`src/rtl/fir8_tap_accumulator_if.sv`:
```
// Bus bundle for fir8_tap_accumulator: product-set input, coefficient write port
// and valid/ready sample output. The slave modport is the accumulator side.
interface fir8_if #(
    parameter int unsigned PROD_W = 12,
    parameter int unsigned OUT_W  = 16
);
    logic              in_valid;
    logic              in_ready;
    logic [PROD_W-1:0] in_data1;
    logic [PROD_W-1:0] in_data2;
    logic [PROD_W-1:0] in_data3;
    logic [PROD_W-1:0] in_data4;
    logic [PROD_W-1:0] in_data5;
    logic [PROD_W-1:0] in_data6;
    logic [PROD_W-1:0] in_data7;
    logic [PROD_W-1:0] in_data8;
    logic              coef_we;
    logic [2:0]        coef_addr;
    logic [4:0]        coef_data;
    logic              out_valid;
    logic              out_ready;
    logic [OUT_W-1:0]  out_data;

    modport master (
        output in_valid, in_data1, in_data2, in_data3, in_data4,
               in_data5, in_data6, in_data7, in_data8,
               coef_we, coef_addr, coef_data, out_ready,
        input  in_ready, out_valid, out_data
    );

    modport slave (
        input  in_valid, in_data1, in_data2, in_data3, in_data4,
               in_data5, in_data6, in_data7, in_data8,
               coef_we, coef_addr, coef_data, out_ready,
        output in_ready, out_valid, out_data
    );
endinterface

```
`src/rtl/fir8_tap_accumulator.sv`:
```
// 8-tap transposed-form FIR over pre-split odd-multiple products, with a 2-entry output FIFO.
// Optional macro FIR_SAT_EN clamps the output sample to the signed OUT_W range.
module fir8_tap_accumulator #(
    parameter int unsigned PROD_W = 12,
    parameter int unsigned ACC_W  = 16,
    parameter int unsigned OUT_W  = 16
) (
    input  logic    clk,
    input  logic    rst,
    fir8_if.slave   bus
);
    localparam int unsigned NTAP = 8;

    logic [PROD_W-1:0]       prod  [NTAP];
    logic [4:0]              coef  [NTAP];
    logic signed [ACC_W-1:0] term  [NTAP];
    logic signed [ACC_W-1:0] z     [NTAP-1];
    logic signed [ACC_W-1:0] y;
    logic [OUT_W-1:0]        y_out;
    logic [OUT_W-1:0]        mem   [2];
    logic                    wr_ptr;
    logic                    rd_ptr;
    logic [1:0]              count;
    logic                    accept;
    logic                    pop;

    assign prod[0] = bus.in_data1;
    assign prod[1] = bus.in_data2;
    assign prod[2] = bus.in_data3;
    assign prod[3] = bus.in_data4;
    assign prod[4] = bus.in_data5;
    assign prod[5] = bus.in_data6;
    assign prod[6] = bus.in_data7;
    assign prod[7] = bus.in_data8;

    assign bus.in_ready  = (count != 2'd2);
    assign bus.out_valid = (count != 2'd0);
    assign bus.out_data  = mem[rd_ptr];
    assign accept        = bus.in_valid & bus.in_ready;
    assign pop           = bus.out_valid & bus.out_ready;

    // Tap term: selected product, zero-extended, optionally negated, gated by enable
    always_comb begin
        for (int k = 0; k < NTAP; k++) begin
            term[k] = '0;
            if (coef[k][4]) begin
                term[k] = coef[k][3] ? -ACC_W'(prod[coef[k][2:0]]) : ACC_W'(prod[coef[k][2:0]]);
            end
        end
    end

    assign y = term[0] + z[0];

`ifdef FIR_SAT_EN
    localparam logic signed [ACC_W-1:0] SAT_MAX = ACC_W'((2 ** (OUT_W - 1)) - 1);
    localparam logic signed [ACC_W-1:0] SAT_MIN = ~SAT_MAX;

    always_comb begin
        y_out = OUT_W'(y);
        if (y > SAT_MAX) begin
            y_out = OUT_W'(SAT_MAX);
        end else if (y < SAT_MIN) begin
            y_out = OUT_W'(SAT_MIN);
        end
    end
`else
    assign y_out = y[OUT_W-1:0];
`endif

    // Coefficients, delay line and output FIFO; the delay line only advances on accept
    always_ff @(posedge clk) begin
        if (rst) begin
            for (int k = 0; k < NTAP; k++) begin
                coef[k] <= (k == 0) ? 5'b1_0_000 : 5'b0_0_000;
            end
            for (int k = 0; k < NTAP - 1; k++) begin
                z[k] <= '0;
            end
            mem[0] <= '0;
            mem[1] <= '0;
            wr_ptr <= 1'b0;
            rd_ptr <= 1'b0;
            count  <= 2'd0;
        end else begin
            if (bus.coef_we) begin
                coef[bus.coef_addr] <= bus.coef_data;
            end
            if (accept) begin
                for (int k = 0; k < NTAP - 2; k++) begin
                    z[k] <= term[k+1] + z[k+1];
                end
                z[NTAP-2]   <= term[NTAP-1];
                mem[wr_ptr] <= y_out;
                wr_ptr      <= ~wr_ptr;
            end
            if (pop) begin
                rd_ptr <= ~rd_ptr;
            end
            case ({accept, pop})
                2'b10:   count <= count + 2'd1;
                2'b01:   count <= count - 2'd1;
                default: count <= count;
            endcase
        end
    end
endmodule

```
`src/flat_wrapper.sv`:
```
// flat-port wrapper written by rule: the top's interface ports become plain ports
module fir8_tap_accumulator_flat 
#(
    parameter int unsigned PROD_W = 12,
    parameter int unsigned ACC_W  = 16,
    parameter int unsigned OUT_W  = 16
)
  (clk, rst, bus_in_valid, bus_in_data1, bus_in_data2, bus_in_data3, bus_in_data4, bus_in_data5, bus_in_data6, bus_in_data7, bus_in_data8, bus_coef_we, bus_coef_addr, bus_coef_data, bus_out_ready, bus_in_ready, bus_out_valid, bus_out_data);
  fir8_if #(.PROD_W(PROD_W), .OUT_W(OUT_W)) bus_i ();
  input  logic clk;
  input  logic rst;
  input wire logic [$bits(bus_i.in_valid)-1:0] bus_in_valid;
  input wire logic [$bits(bus_i.in_data1)-1:0] bus_in_data1;
  input wire logic [$bits(bus_i.in_data2)-1:0] bus_in_data2;
  input wire logic [$bits(bus_i.in_data3)-1:0] bus_in_data3;
  input wire logic [$bits(bus_i.in_data4)-1:0] bus_in_data4;
  input wire logic [$bits(bus_i.in_data5)-1:0] bus_in_data5;
  input wire logic [$bits(bus_i.in_data6)-1:0] bus_in_data6;
  input wire logic [$bits(bus_i.in_data7)-1:0] bus_in_data7;
  input wire logic [$bits(bus_i.in_data8)-1:0] bus_in_data8;
  input wire logic [$bits(bus_i.coef_we)-1:0] bus_coef_we;
  input wire logic [$bits(bus_i.coef_addr)-1:0] bus_coef_addr;
  input wire logic [$bits(bus_i.coef_data)-1:0] bus_coef_data;
  input wire logic [$bits(bus_i.out_ready)-1:0] bus_out_ready;
  output wire logic [$bits(bus_i.in_ready)-1:0] bus_in_ready;
  output wire logic [$bits(bus_i.out_valid)-1:0] bus_out_valid;
  output wire logic [$bits(bus_i.out_data)-1:0] bus_out_data;
  assign bus_i.in_valid = bus_in_valid;
  assign bus_i.in_data1 = bus_in_data1;
  assign bus_i.in_data2 = bus_in_data2;
  assign bus_i.in_data3 = bus_in_data3;
  assign bus_i.in_data4 = bus_in_data4;
  assign bus_i.in_data5 = bus_in_data5;
  assign bus_i.in_data6 = bus_in_data6;
  assign bus_i.in_data7 = bus_in_data7;
  assign bus_i.in_data8 = bus_in_data8;
  assign bus_i.coef_we = bus_coef_we;
  assign bus_i.coef_addr = bus_coef_addr;
  assign bus_i.coef_data = bus_coef_data;
  assign bus_i.out_ready = bus_out_ready;
  assign bus_in_ready = bus_i.in_ready;
  assign bus_out_valid = bus_i.out_valid;
  assign bus_out_data = bus_i.out_data;
  fir8_tap_accumulator #(.PROD_W(PROD_W), .ACC_W(ACC_W), .OUT_W(OUT_W)) u_core (.clk(clk), .rst(rst), .bus(bus_i));
endmodule
```
`config.mk`:
```
export PLATFORM = sky130hd
export DESIGN_NAME = fir8_tap_accumulator_flat
export DESIGN_NICKNAME = d
export VERILOG_FILES = /design/src/rtl/fir8_tap_accumulator_if.sv /design/src/rtl/fir8_tap_accumulator.sv /design/src/flat_wrapper.sv
export SDC_FILE = /design/constraint.sdc
export NUM_CORES = 1
export LEC_CHECK = 0
export BUFFER_PORTS_ARGS = -buffer_cell sky130_fd_sc_hd__buf_2
export CELL_PAD_IN_SITES_DETAIL_PLACEMENT = 2
export CELL_PAD_IN_SITES_GLOBAL_PLACEMENT = 2
export CORE_MARGIN = 2
export CORE_UTILIZATION = 40
export CTS_CLUSTER_SIZE = 8
export DETAILED_ROUTE_END_ITERATION = 6
export GPL_TIMING_DRIVEN = 0
export PLACE_DENSITY = 0.86
export SETUP_SLACK_MARGIN = 0.4
export SLEW_MARGIN = 0
export SYNTH_ARGS = -nofsm -noshare
export SYNTH_HDL_FRONTEND = slang
export SYNTH_SLANG_ARGS = --single-unit
```
`constraint.sdc`:
```
create_clock -name clk -period 7.25 [get_ports clk]
set_clock_uncertainty 0.15 [all_clocks]
set_input_delay 0.3625 -clock clk [delete_from_list [all_inputs] [get_ports clk]]
set_output_delay 0.3625 -clock clk [all_outputs]
set_load 0.01 [all_outputs]
```
# Word level (Yosys, flattened, before mapping)
# Memories as Yosys holds them, arrays and structs flattened. A register that Yosys moved wholly into a read port is not among the register bits.
# Cells that the tools add are included.
[word_totals]
ff_bits = 4
ram_bits = 184
inputBits = 109
output_inout_bits = 18
word_cells = 121
memories = 3
[classes]
add_sub_neg = 17
order_cmp = 8
n_eq_ne = 3
n_mux = 64
n_bitwise = 19
n_reduce_logical = 4
[memory_table]
columns = ["memory", "depth", "word_bits", "read_ports", "rd_clocked_by_memory_dff", "wr", "line", "text"]
rows = [
  ["u_core.z", 7, 16, 7, 0, 7, "fir8_tap_accumulator.sv:17", "logic signed [ACC_W-1:0] z [NTAP-1];"],
  ["u_core.coef", 8, 5, 8, 0, 8, "fir8_tap_accumulator.sv:15", "logic [4:0] coef [NTAP];"],
  ["u_core.mem", 2, 16, 1, 1, 2, "fir8_tap_accumulator.sv:20", "logic [OUT_W-1:0] mem [2];"],
]
[ops]
columns = ["operator", "count"]
rows = [
  ["16-bit 2-to-1 mux", 24],
  ["12-bit binary-select mux with 3-bit select", 8],
  ["12-bit 2-to-1 mux", 16],
  ["12-bit negator with 16-bit output", 8],
  ["16-bit adder", 7],
  ["4-bit greater-or-equal comparator, second input constant", 8],
  ["3-bit inverter with 4-bit output", 8],
  ["16-bit OR reduction", 1],
  ["1-bit 2-to-1 mux", 13],
  ["1-bit OR", 7],
  ["5-bit 2-to-1 mux", 1],
  ["5-bit OR reduction", 1],
  ["2-bit one-hot mux with 2 select lines", 1],
  ["2-bit nonzero test", 2],
  ["3-bit 2-to-1 mux", 1],
  ["2-bit by 1-bit adder with 2-bit output, second input constant", 1],
  ["1-bit AND", 2],
  ["2-bit by 1-bit equality test with 1-bit output, second input constant", 1],
  ["2-bit equality test, second input constant", 1],
  ["2-bit != test, second input constant", 1],
  ["1-bit inverter", 2],
  ["2-bit by 1-bit subtractor with 2-bit output, second input constant", 1],
]

# Depth between registers and ports, before layout
# Gate-level depths: netlist of run 1.
[logic_depth]
depth_word = 9
ltp_mapped = 20
mapped_depth_nobuf = 18

# Worst setup path before layout of run 1
# OpenSTA, ideal clock, no wires.
[synth_path]
path_kind = "reg-to-reg"
startpoint = "memory u_core.coef[6][0]"
endpoint = "memory u_core.z[5][14], in the netlist u_core.z[0][94] (data pin)"
setup_ns = 0.263
arrival_time_ns = 4.016
required_time_ns = 6.837
setup_slack_ns = 2.822
stages_incl_launch_ff = 17
path_buffers = 1
period_less_slack_ns = 4.428
cell_sequence = "edfxtp_1 clkbuf_1 mux4_2 mux2i_1 ha_1 nand2_1 o21ai_0 and2_1 fa_1 a21o_1 a21oi_1 o21ai_0 o211a_1 a41o_1 o41ai_1 o21ai_0 mux2i_1"
[synth_lines]
columns = ["element", "line"]
rows = [
  ["start: declaration", "fir8_tap_accumulator.sv:15"],
  ["end: declaration", "fir8_tap_accumulator.sv:17"],
]

==> results of run 1 <==
==> worst reg2reg max path, cell delays in order, from the launching register on <==
cell and delay (ns):
edfxtp_1 0.33, clkbuf_1 0.30, buf_1 0.72, mux4_2 0.43, mux2i_1 0.43, ha_1 0.28, nand3_1 0.16, and3_1 0.24
o21a_1 0.19, ha_1 0.35, a21o_1 0.20, a21oi_1 0.31, o21ai_0 0.20, o311ai_0 0.50, nand3_1 0.20, a41oi_1 0.29
xnor2_1 0.23, nor2_1 0.08
==> power by group through the flow <==
stage,clock network (mW),logic [mW],registers [mW]
final,1.10,2.26,1.55
after global routing,1.15,2.43,1.57
after CTS,1.12,2.23,1.55
after detailed placement,0,2.18,1.58
after global placement,0,2.02,1.58
after floorplan,0,1.49,1.52
==> layout make-up <==
type                            instances  share of cell area [%]
Multi-Input combinational cell       1479                    61.3
Clock inverter                         15                    1.06
Timing Repair Buffer                  128                    3.06
Sequential cell                       189                    25.5
Buffer                                 87                    2.17
Antenna cell                            9                   0.102
Clock buffer                           17                    1.93
Inverter                               65                    1.11
Tap cell                              664                    3.77
==> layout by cell type (no fill, tap or decap), types with 9 or more instances in the layout <==
cell type,netlist,routed
o21bai_1,9,9
buf_1,9,9
xnor2_1,75,75
a211oi_1,14,14
mux2i_1,75,75
or3_1,9,9
o21a_1,30,30
nand3_1,38,38
clkbuf_16,0,17
o21ai_1,29,29
buf_2,20,146
nand4_1,11,11
and2_1,101,101
mux2_2,35,35
a21oi_1,92,92
a31oi_1,11,11
or2_2,15,15
a21o_1,26,26
and3_1,29,29
o21ai_0,65,65
nor2b_1,26,26
clkbuf_1,44,44
edfxtp_1,184,184
nand2b_1,29,28
xor2_1,61,61
nor3_1,52,52
ha_1,114,114
nand2_1,97,97
diode_2,0,9
nor2_1,157,156
mux4_2,176,176
mux4_1,16,16
inv_1,60,60
==> cells by family (layout without fill, tap and decap cells) <==
family,count (synthesis),count (layout),share of synthesized area (%)
muxes,310,310,28.5
other,0,9,0
and+or+nand+nor,587,587,15.3
AOI/OAI and AO/OA,325,325,10.4
DFF,189,189,28.4
xor gates and xnor gates,136,136,6.01
adders and majority gates,121,121,7.90
buffers and inverters,152,312,3.64
==> metrics by stage <==
step	setup WS, ns	cell area, um2
after detailed placement	1.70	21300
after global placement	0.199	21300
after global routing	1.08	22000
after CTS	1.54	22000
final	1.40	22000
after floorplan	2.82	19800
==> synthesized netlist by cell type, drive strengths merged (30+ instances only) <==
library cell	instances	share of area [%]
o21a	30	1.1
nor3	53	1.4
xnor2	75	3.3
mux2i	80	4.1
mux2	38	2.2
nand3	38	0.96
inv	64	1.2
and2	101	3.2
mux4	192	22
ha	114	7.2
buf	41	1.5
xor2	61	2.7
nand2	97	1.8
edfxtp	184	28
o21ai	94	2.4
a21oi	92	2.3
and3	30	0.95
nor2	157	3.0
clkbuf	46	0.94
==> registers in the layout (all words and copies together), names as in the netlist, named ones only <==
signal / count
u_core.coef: 40
u_core.count: 2
u_core.mem: 32
u_core.rd_ptr: 1
u_core.wr_ptr: 1
u_core.z: 112
==> routing by layer <==
layer | up-vias | share of wire [%]
li1 | 7276 | -
met3 | 383 | 9.4
met4 | 4 | 7.5
met1 | 8807 | 34
met5 | - | 0.013
met2 | 1145 | 49
==> worst max-delay path by stage <==
stage	startpoint	end
2_1_floorplan	u_core.coef[6][0]$_SDFFCE_PN0P_	u_core.z[0][94]$_SDFFCE_PN0P_
3_3_place_gp	rst	u_core.z[0][89]$_SDFFCE_PN0P_
3_5_place_dp	u_core.coef[2][2]$_SDFFCE_PN0P_	u_core.z[0][30]$_SDFFCE_PN0P_
4_1_cts	u_core.coef[2][2]$_SDFFCE_PN0P_	u_core.z[0][30]$_SDFFCE_PN0P_
5_1_grt	u_core.coef[0][2]$_SDFFCE_PN0P_	u_core.mem[0][15]$_SDFFCE_PN0P_
6_report	u_core.coef[0][2]$_SDFFCE_PN0P_	u_core.mem[0][15]$_SDFFCE_PN0P_
==> results.sh, run 1 <==
export IMPL_slowest_delay_ns=0.72
export IMPL_worstSetupStartpointType="flip-flop"
export IMPL_die_area_um2=51400
export IMPL_antenna_found_initial=12
export IMPL_grt_pass1_wl_mm=126
export IMPL_pwr_share_clk_pct=22.4
export IMPL_grt_util_met2_pct=57.2
export IMPL_first_iter_violations=1986
export IMPL_initial_core_util_pct=40.5
export IMPL_drt_wl_total_mm=84.6
export IMPL_ir_drop_uv=169
export IMPL_grt_overflow_total=0
export IMPL_power_density_nw_per_um2=223
export IMPL_worstMarginPinSlew_ns=1.22
export IMPL_yosysSeqAreaShare_pct=28.4
export IMPL_cts_sinks=189
export IMPL_wire_per_inst_um=31.9
export IMPL_synth_ff_type="edfxtp_1"
export IMPL_clk_pin_slew_ns=0.10
export IMPL_clockBufferDepth=2
export IMPL_via_per_inst=6.64
export IMPL_area_growth_pct=11.1
export IMPL_numPortBuffers=126
export IMPL_crit_type="reg2reg"
export IMPL_antenna_left=0
export IMPL_hold_depth=4
export IMPL_power_mw=4.92
export IMPL_place_gp_congestion=1.04
export IMPL_dpl_hpwl_mm=63.7
export IMPL_cts_max_level=4
export IMPL_fillCellCount=5047
export IMPL_p_seq_share_pct=31.6
export IMPL_met3_usage_pct=8.19
export IMPL_fin_hold_ws_ns=0.109
export IMPL_syn_inst=1820
export IMPL_first_pass_iters=6
export IMPL_cts_root_buf="clkbuf_16"
export IMPL_pwr_share_comb_pct=46.0
export IMPL_multi_input_area_um2=13500
export IMPL_instances_no_fill=2653
export IMPL_tns_ns=0
export IMPL_cts_tree="done"
export IMPL_r2r_slack_ns=1.40
export IMPL_maxCapViolCount=0
export IMPL_required_ns=7.37
export IMPL_ctsResizeCount=0
export IMPL_intPower_mw=2.83
export IMPL_crit_slowest_cell="buf_1"
export IMPL_row_count=81
export IMPL_relSlewSlack_pct=18.3
export IMPL_path_max_fanout=10
export IMPL_rsz0062_at_grt="no"
export IMPL_globalRoute_busiestLayer="met2"
export IMPL_worstHoldStart="bus_out_ready"
export IMPL_num_vias=17600
export IMPL_worstReg2RegEnd="u_core.mem[0][15]$_SDFFCE_PN0P_"
export IMPL_grt_pass1_vias=19400
export IMPL_drive_gt1_share_pct=22.5
export IMPL_p_sw_mw=2.09
export IMPL_fp_coreArea_um2=49000
export IMPL_hold_path_end="u_core.rd_ptr$_SDFFE_PP0P_"
export IMPL_cp_depth=17
export IMPL_grt_max_degree=60
export IMPL_synth_seq_cells=189
export IMPL_avgSynthCellArea_um2=10.9
export IMPL_synth_edff_count=184
export IMPL_crit_chain="clkbuf_1 -> buf_1 -> mux4_2 -> mux2i_1 -> ha_1 -> nand3_1 -> and3_1 -> o21a_1 -> ha_1 -> a21o_1 -> a21oi_1 -> o21ai_0 -> o311ai_0 -> nand3_1 -> a41oi_1 -> xnor2_1 -> nor2_1"
export IMPL_dieWidth_um=227
export IMPL_status="complete, no violations"
export IMPL_grt_util_met1_pct=37.7
export IMPL_switching_share_pct=42.5
export IMPL_fin_crit_ns=5.85
export IMPL_die_y_um=227
export IMPL_worstSetupEndpointType="flip-flop"
export IMPL_cts_buffers_inserted=17
export IMPL_finalNetCount=2197
export IMPL_fin_util_pct=45.0
export IMPL_track_usage_pct=33.8
export IMPL_reg2reg_from="u_core.coef[0][2]$_SDFFCE_PN0P_"
export IMPL_seq_area_um2=5630
export IMPL_leakagePower_nw=8.78
export IMPL_max_freq_mhz=171
export IMPL_setup_violations=0
export IMPL_fin_crit_sh_pct=80.6
export IMPL_clk_latency_ns=0.53
export IMPL_crit_arrival_ns=5.96
export IMPL_dp_cells=2612
export IMPL_drcViolationCount=0
export IMPL_final_hold_viol_count=0
export IMPL_async_flop_share_pct=0
export IMPL_hp_class="in2reg"
export IMPL_syn_num_nets=2050
export IMPL_crit_buf_inv=2
export IMPL_ys_types=74
export IMPL_cts_setup_buffers=0
export IMPL_syn_area_um2=19800
export IMPL_r2r_cells=17
export IMPL_ios=127
export IMPL_cp_top_family="compound AO/OA/AOI/OAI gates"
export IMPL_ys_warnings_count=0
export IMPL_hold_buffers=0
export IMPL_drv_slew=0
(Power assumes the default switching activity.)
==> run 2, diff against run 1 <==
--- a/config.mk
+++ b/config.mk
@@ -9,11 +9,11 @@
 export CELL_PAD_IN_SITES_DETAIL_PLACEMENT = 2
 export CELL_PAD_IN_SITES_GLOBAL_PLACEMENT = 2
 export CORE_MARGIN = 2
-export CORE_UTILIZATION = 40
+export CORE_UTILIZATION = 38
 export CTS_CLUSTER_SIZE = 8
 export DETAILED_ROUTE_END_ITERATION = 6
 export GPL_TIMING_DRIVEN = 0
-export PLACE_DENSITY = 0.86
+export PLACE_DENSITY = 0.85
 export SETUP_SLACK_MARGIN = 0.4
 export SLEW_MARGIN = 0
 export SYNTH_ARGS = -nofsm -noshare
==> constraint.sdc (replaced) <==
create_clock -name clk -period 4.8 [get_ports clk]
set_clock_uncertainty 0.15 [all_clocks]
set_input_delay 0.24 -clock clk [delete_from_list [all_inputs] [get_ports clk]]
set_output_delay 0.24 -clock clk [all_outputs]
set_load 0.01 [all_outputs]
==> run 2 against run 1 <==
The run now fails in 5_1_grt. Synthesized area unchanged. Synthesized cell count unchanged.
==> results.sh, run 2 <==
export IMPL_syn_area_um2=19800
export IMPL_cts_root_buf="clkbuf_16"
export IMPL_yosysTopAreaCellShare_pct=27.9
export IMPL_numPortBuffers=126
export IMPL_row_count=83
export IMPL_haltStage="5_1_grt"
export IMPL_die_y_um=232
export IMPL_clockBufferDepth=2
export IMPL_dp_cells=2627
export IMPL_grt_max_degree=71
export IMPL_synth_top_cell_by_area="edfxtp_1"
export IMPL_status="stopped before the end"
export IMPL_ios=127
export IMPL_yosysSeqAreaShare_pct=28.4
export IMPL_place_gp_congestion=1.04
export IMPL_yosysMostFrequentCell="edfxtp_1"
export IMPL_dpl_hpwl_mm=63.5
export IMPL_ys_types=74
export IMPL_cts_max_level=4
export IMPL_error_line="[ERROR GRT-0232] Routing congestion too high. Check the congestion heatmap in the GUI."
export IMPL_track_usage_pct=70.7
export IMPL_async_flop_share_pct=0
export IMPL_yosys_top_cells_area="edfxtp_1, mux4_2, ha_1"
export IMPL_worstEpCategory="register input"
export IMPL_synth_seq_cells=189
export IMPL_synth_edff_count=184
export IMPL_syn_inst=1820
export IMPL_cts_buffers_inserted=17
export IMPL_grt_overflow_total=2
export IMPL_netlist_top_cells_count="edfxtp_1, mux4_2, nor2_1, ha_1, and2_1"
export IMPL_synth_ff_type="edfxtp_1"
export IMPL_syn_num_nets=2050
export IMPL_avgSynthCellArea_um2=10.9
export IMPL_initial_core_util_pct=38.5
export IMPL_dieWidth_um=232
export IMPL_crit_endpoint="u_core.z[0][63]$_SDFFCE_PN0P_/D"
export IMPL_ys_warnings_count=0
export IMPL_cts_sinks=189
export IMPL_antenna_found_initial=56
[run 2: what timing repair did]
action	in CTS
endpoints found under the hold margin	2
pin swaps	63
gates cloned	1
endpoints found under the setup margin	84
hold buffers	1
resized for setup	271
setup buffers	66
[run 2: cells by family after synthesis]
| family | synth area share (%) |
|---|---|
| buffers and inverters | 3.64 |
| multiplexers | 28.5 |
| adder cells (fa/ha/maj) | 7.90 |
| AO/OA/AOI/OAI | 10.4 |
| XOR/XNOR | 6.01 |
| AND/OR/NAND/NOR | 15.3 |
| flip-flops | 28.4 |
[run 2: through the flow]
| step | setup slack (ns) | hold WS (ns) | utilization [%] | instance area [um2] | setup TNS, ns |
|---|---|---|---|---|---|
| detailed placement | -1.06 | 0.368 | 41.5 | 21400 | -23.21 |
| global placement | -1.99 | 0.328 | 41.4 | 21300 | -228.93 |
| CTS | 0.394 | 0.0108 | 46.1 | 23800 | 0 |
| floorplan | 0.461 | 0.268 | - | 19800 | 0 |
[run 2: layer usage]
layer | GRT usage (%) | GRT overflow
met5 | 29.9 | 0
met4 | 72.5 | 2
met3 | 57.3 | 0
met2 | 88.6 | 0
met1 | 66.8 | 0
==> run 3, diff against run 2 <==
--- a/config.mk
+++ b/config.mk
@@ -6,15 +6,11 @@
 export NUM_CORES = 1
 export LEC_CHECK = 0
 export BUFFER_PORTS_ARGS = -buffer_cell sky130_fd_sc_hd__buf_2
-export CELL_PAD_IN_SITES_DETAIL_PLACEMENT = 2
-export CELL_PAD_IN_SITES_GLOBAL_PLACEMENT = 2
 export CORE_MARGIN = 2
-export CORE_UTILIZATION = 38
-export CTS_CLUSTER_SIZE = 8
+export CORE_UTILIZATION = 25
 export DETAILED_ROUTE_END_ITERATION = 6
 export GPL_TIMING_DRIVEN = 0
-export PLACE_DENSITY = 0.85
-export SETUP_SLACK_MARGIN = 0.4
+export PLACE_DENSITY_LB_ADDON = 0.15
 export SLEW_MARGIN = 0
 export SYNTH_ARGS = -nofsm -noshare
 export SYNTH_HDL_FRONTEND = slang
==> constraint.sdc (replaced) <==
create_clock -name clk -period 6.2 [get_ports clk]
set_clock_uncertainty 0.15 [all_clocks]
set_input_delay 0.31 -clock clk [delete_from_list [all_inputs] [get_ports clk]]
set_output_delay 0.31 -clock clk [all_outputs]
set_load 0.01 [all_outputs]
==> run 3 against run 2 <==
The run now ends clean.
==> results.sh, run 3 (synthesis gave the netlist of run 1 again) <==
export IMPL_power_mw=5.50
export IMPL_leakagePower_nw=8.78
export IMPL_drv_slew=0
export IMPL_place_area_um2=21800
export IMPL_clk_latency_ns=0.51
export IMPL_slowest_delay_ns=0.59
export IMPL_dp_cells=2998
export IMPL_instances_no_fill=3031
export IMPL_crit_type="reg2reg"
export IMPL_drcViolationCount=0
export IMPL_ir_drop_uv=163
export IMPL_fillCellCount=8156
export IMPL_num_vias=15700
export IMPL_layout_commonest_cell="edfxtp_1"
export IMPL_cts_sinks=189
export IMPL_r2r_cells=17
export IMPL_antenna_left=0
export IMPL_cp_top_family="compound AO/OA/AOI/OAI gates"
export IMPL_wire_per_inst_um=23.8
export IMPL_ios=127
export IMPL_drt_wl_total_mm=72.0
export IMPL_numPortBuffers=126
export IMPL_die_area_um2=81600
export IMPL_fin_crit_ns=5.64
export IMPL_cts_root_buf="clkbuf_16"
export IMPL_clockBufferDepth=2
export IMPL_startpoint="u_core.coef[2][2]$_SDFFCE_PN0P_"
export IMPL_final_hold_viol_count=0
export IMPL_max_flop_register="u_core.z"
export IMPL_cts_setup_buffers=0
export IMPL_worstSetupEndpointType="flip-flop"
export IMPL_grt_max_degree=64
export IMPL_final_cell_area_um2=22500
export IMPL_hp_class="in2reg"
export IMPL_fp_coreArea_um2=78700
export IMPL_crit_slowest_cell="clkbuf_1"
export IMPL_area_growth_pct=13.4
export IMPL_dieWidth_um=286
export IMPL_setup_violations=0
export IMPL_finalNetCount=2197
export IMPL_grt_pass1_vias=16100
export IMPL_path_max_fanout=10
export IMPL_required_ns=6.26
export IMPL_track_usage_pct=17.8
export IMPL_worstMarginPinSlew_ns=1.22
export IMPL_power_density_nw_per_um2=245
export IMPL_crit_arrival_ns=5.70
export IMPL_fin_crit_sh_pct=90.9
export IMPL_drive_gt1_share_pct=22.7
export IMPL_worstSetupStartpointType="flip-flop"
export IMPL_first_pass_iters=5
export IMPL_clk_pin_slew_ns=0.09
export IMPL_dpl_hpwl_mm=57.1
export IMPL_antenna_found_initial=3
export IMPL_grt_pass1_wl_mm=106
export IMPL_place_gp_congestion=0.908
export IMPL_cp_depth=17
export IMPL_r2r_slack_ns=0.56
export IMPL_crit_chain="clkbuf_1 -> buf_2 -> mux4_2 -> mux2i_2 -> ha_1 -> nand2b_1 -> xnor2_1 -> and2_1 -> ha_1 -> nor2b_1 -> o21ai_0 -> a21boi_0 -> o21ai_0 -> a211oi_1 -> nor4b_1 -> o21ai_0 -> nor3b_1"
export IMPL_relSlewSlack_pct=18.3
export IMPL_fin_hold_ws_ns=0.0684
export IMPL_endpoint="u_core.z[0][30]$_SDFFCE_PN0P_"
export IMPL_final_cell_mix="edfxtp_1, mux4_2, nor2_1"
export IMPL_multi_input_area_um2=13500
export IMPL_rsz0062_at_grt="no"
export IMPL_cts_buffers_inserted=17
export IMPL_seq_area_um2=5630
export IMPL_die_y_um=286
export IMPL_via_per_inst=5.19
export IMPL_initial_core_util_pct=25.2
export IMPL_grt_overflow_total=0
export IMPL_largest_reg_flops=112
export IMPL_row_count=103
export IMPL_path_common_cell="o21ai_0"
export IMPL_status="complete, no violations"
export IMPL_maxCapViolCount=0
export IMPL_cts_tree="done"
export IMPL_worstReg2RegEnd="u_core.z[0][30]$_SDFFCE_PN0P_"
export IMPL_reg2reg_from="u_core.coef[2][2]$_SDFFCE_PN0P_"
export IMPL_cts_max_level=4
export IMPL_reg_top3="u_core.z (112), u_core.coef (40), u_core.mem (32)"
export IMPL_first_iter_violations=1123
export IMPL_crit_buf_inv=2
export IMPL_tns_ns=0
export IMPL_max_freq_mhz=177
-- run 3: layer usage --
| metal | global-route usage, % | up-vias | wire, um |
|---|---|---|---|
| li1 | - | 7271 | - |
| met1 | 21.5 | 7768 | 28900 |
| met2 | 30.7 | 575 | 35600 |
| met3 | 3.71 | 108 | 4920 |
| met4 | 7.55 | 2 | 2680 |
| met5 | 0 | - | 10 |
-- run 3: worst min path at each step --
| stage | startpoint | to | slack (ns) | depth (start not counted) |
|---|---|---|---|---|
| 2_1_floorplan | u_core.count[1]$_SDFFE_PP0P_ | u_core.count[1]$_SDFFE_PP0P_ | 0.32 | 2 |
| 3_3_place_gp | u_core.count[1]$_SDFFE_PP0P_ | u_core.count[1]$_SDFFE_PP0P_ | 0.33 | 2 |
| 3_5_place_dp | u_core.rd_ptr$_SDFFE_PP0P_ | u_core.rd_ptr$_SDFFE_PP0P_ | 0.35 | 2 |
| 4_1_cts | bus_out_ready | u_core.rd_ptr$_SDFFE_PP0P_ | 0.04 | 4 |
| 5_1_grt | bus_out_ready | u_core.rd_ptr$_SDFFE_PP0P_ | 0.08 | 4 |
| 6_report | bus_out_ready | u_core.rd_ptr$_SDFFE_PP0P_ | 0.07 | 4 |
-- run 3: final cells by class --
type | count | area share [%]
clock buffer | 18 | 2.00
sequential | 189 | 25.0
inverter | 65 | 1.08
multi-input combinational | 1479 | 60.0
antenna | 1 | 0.0111
tap | 1050 | 5.84
timing repair buffer | 128 | 2.99
clock inverter | 14 | 0.918
buffer | 87 | 2.13
-- run 3: worst min-delay path: cells and delay by family --
kind          cells  cell delay, ns
buf+inv           1            0.07
xor+xnor          1            0.09
simple gates      2            0.23
-- run 3: stage by stage --
| step | utilization [%] | setup WS, ns |
|---|---|---|
| finish | 28.6 | 0.563 |
| global route | 28.6 | 0.0568 |
| CTS | 28.6 | 0.230 |
| floorplan | - | 1.77 |
| global placement | 27.7 | -1.18 |
| detailed placement | 27.7 | 0.264 |
-- run 3: where the power goes --
| part | switching, mW | internal, mW |
|---|---|---|
| registers | 0.120 | 1.68 |
| clock network | 0.667 | 0.585 |
| logic | 1.42 | 1.04 |
| total | 2.20 | 3.30 |
-- run 3: timing repair --
| item | in CTS | in global routing |
|---|---|---|
| hold buffers | 0 | 0 |
| gates resized for setup | 0 | 3 |
| endpoints found under the setup margin | 0 | 2 |
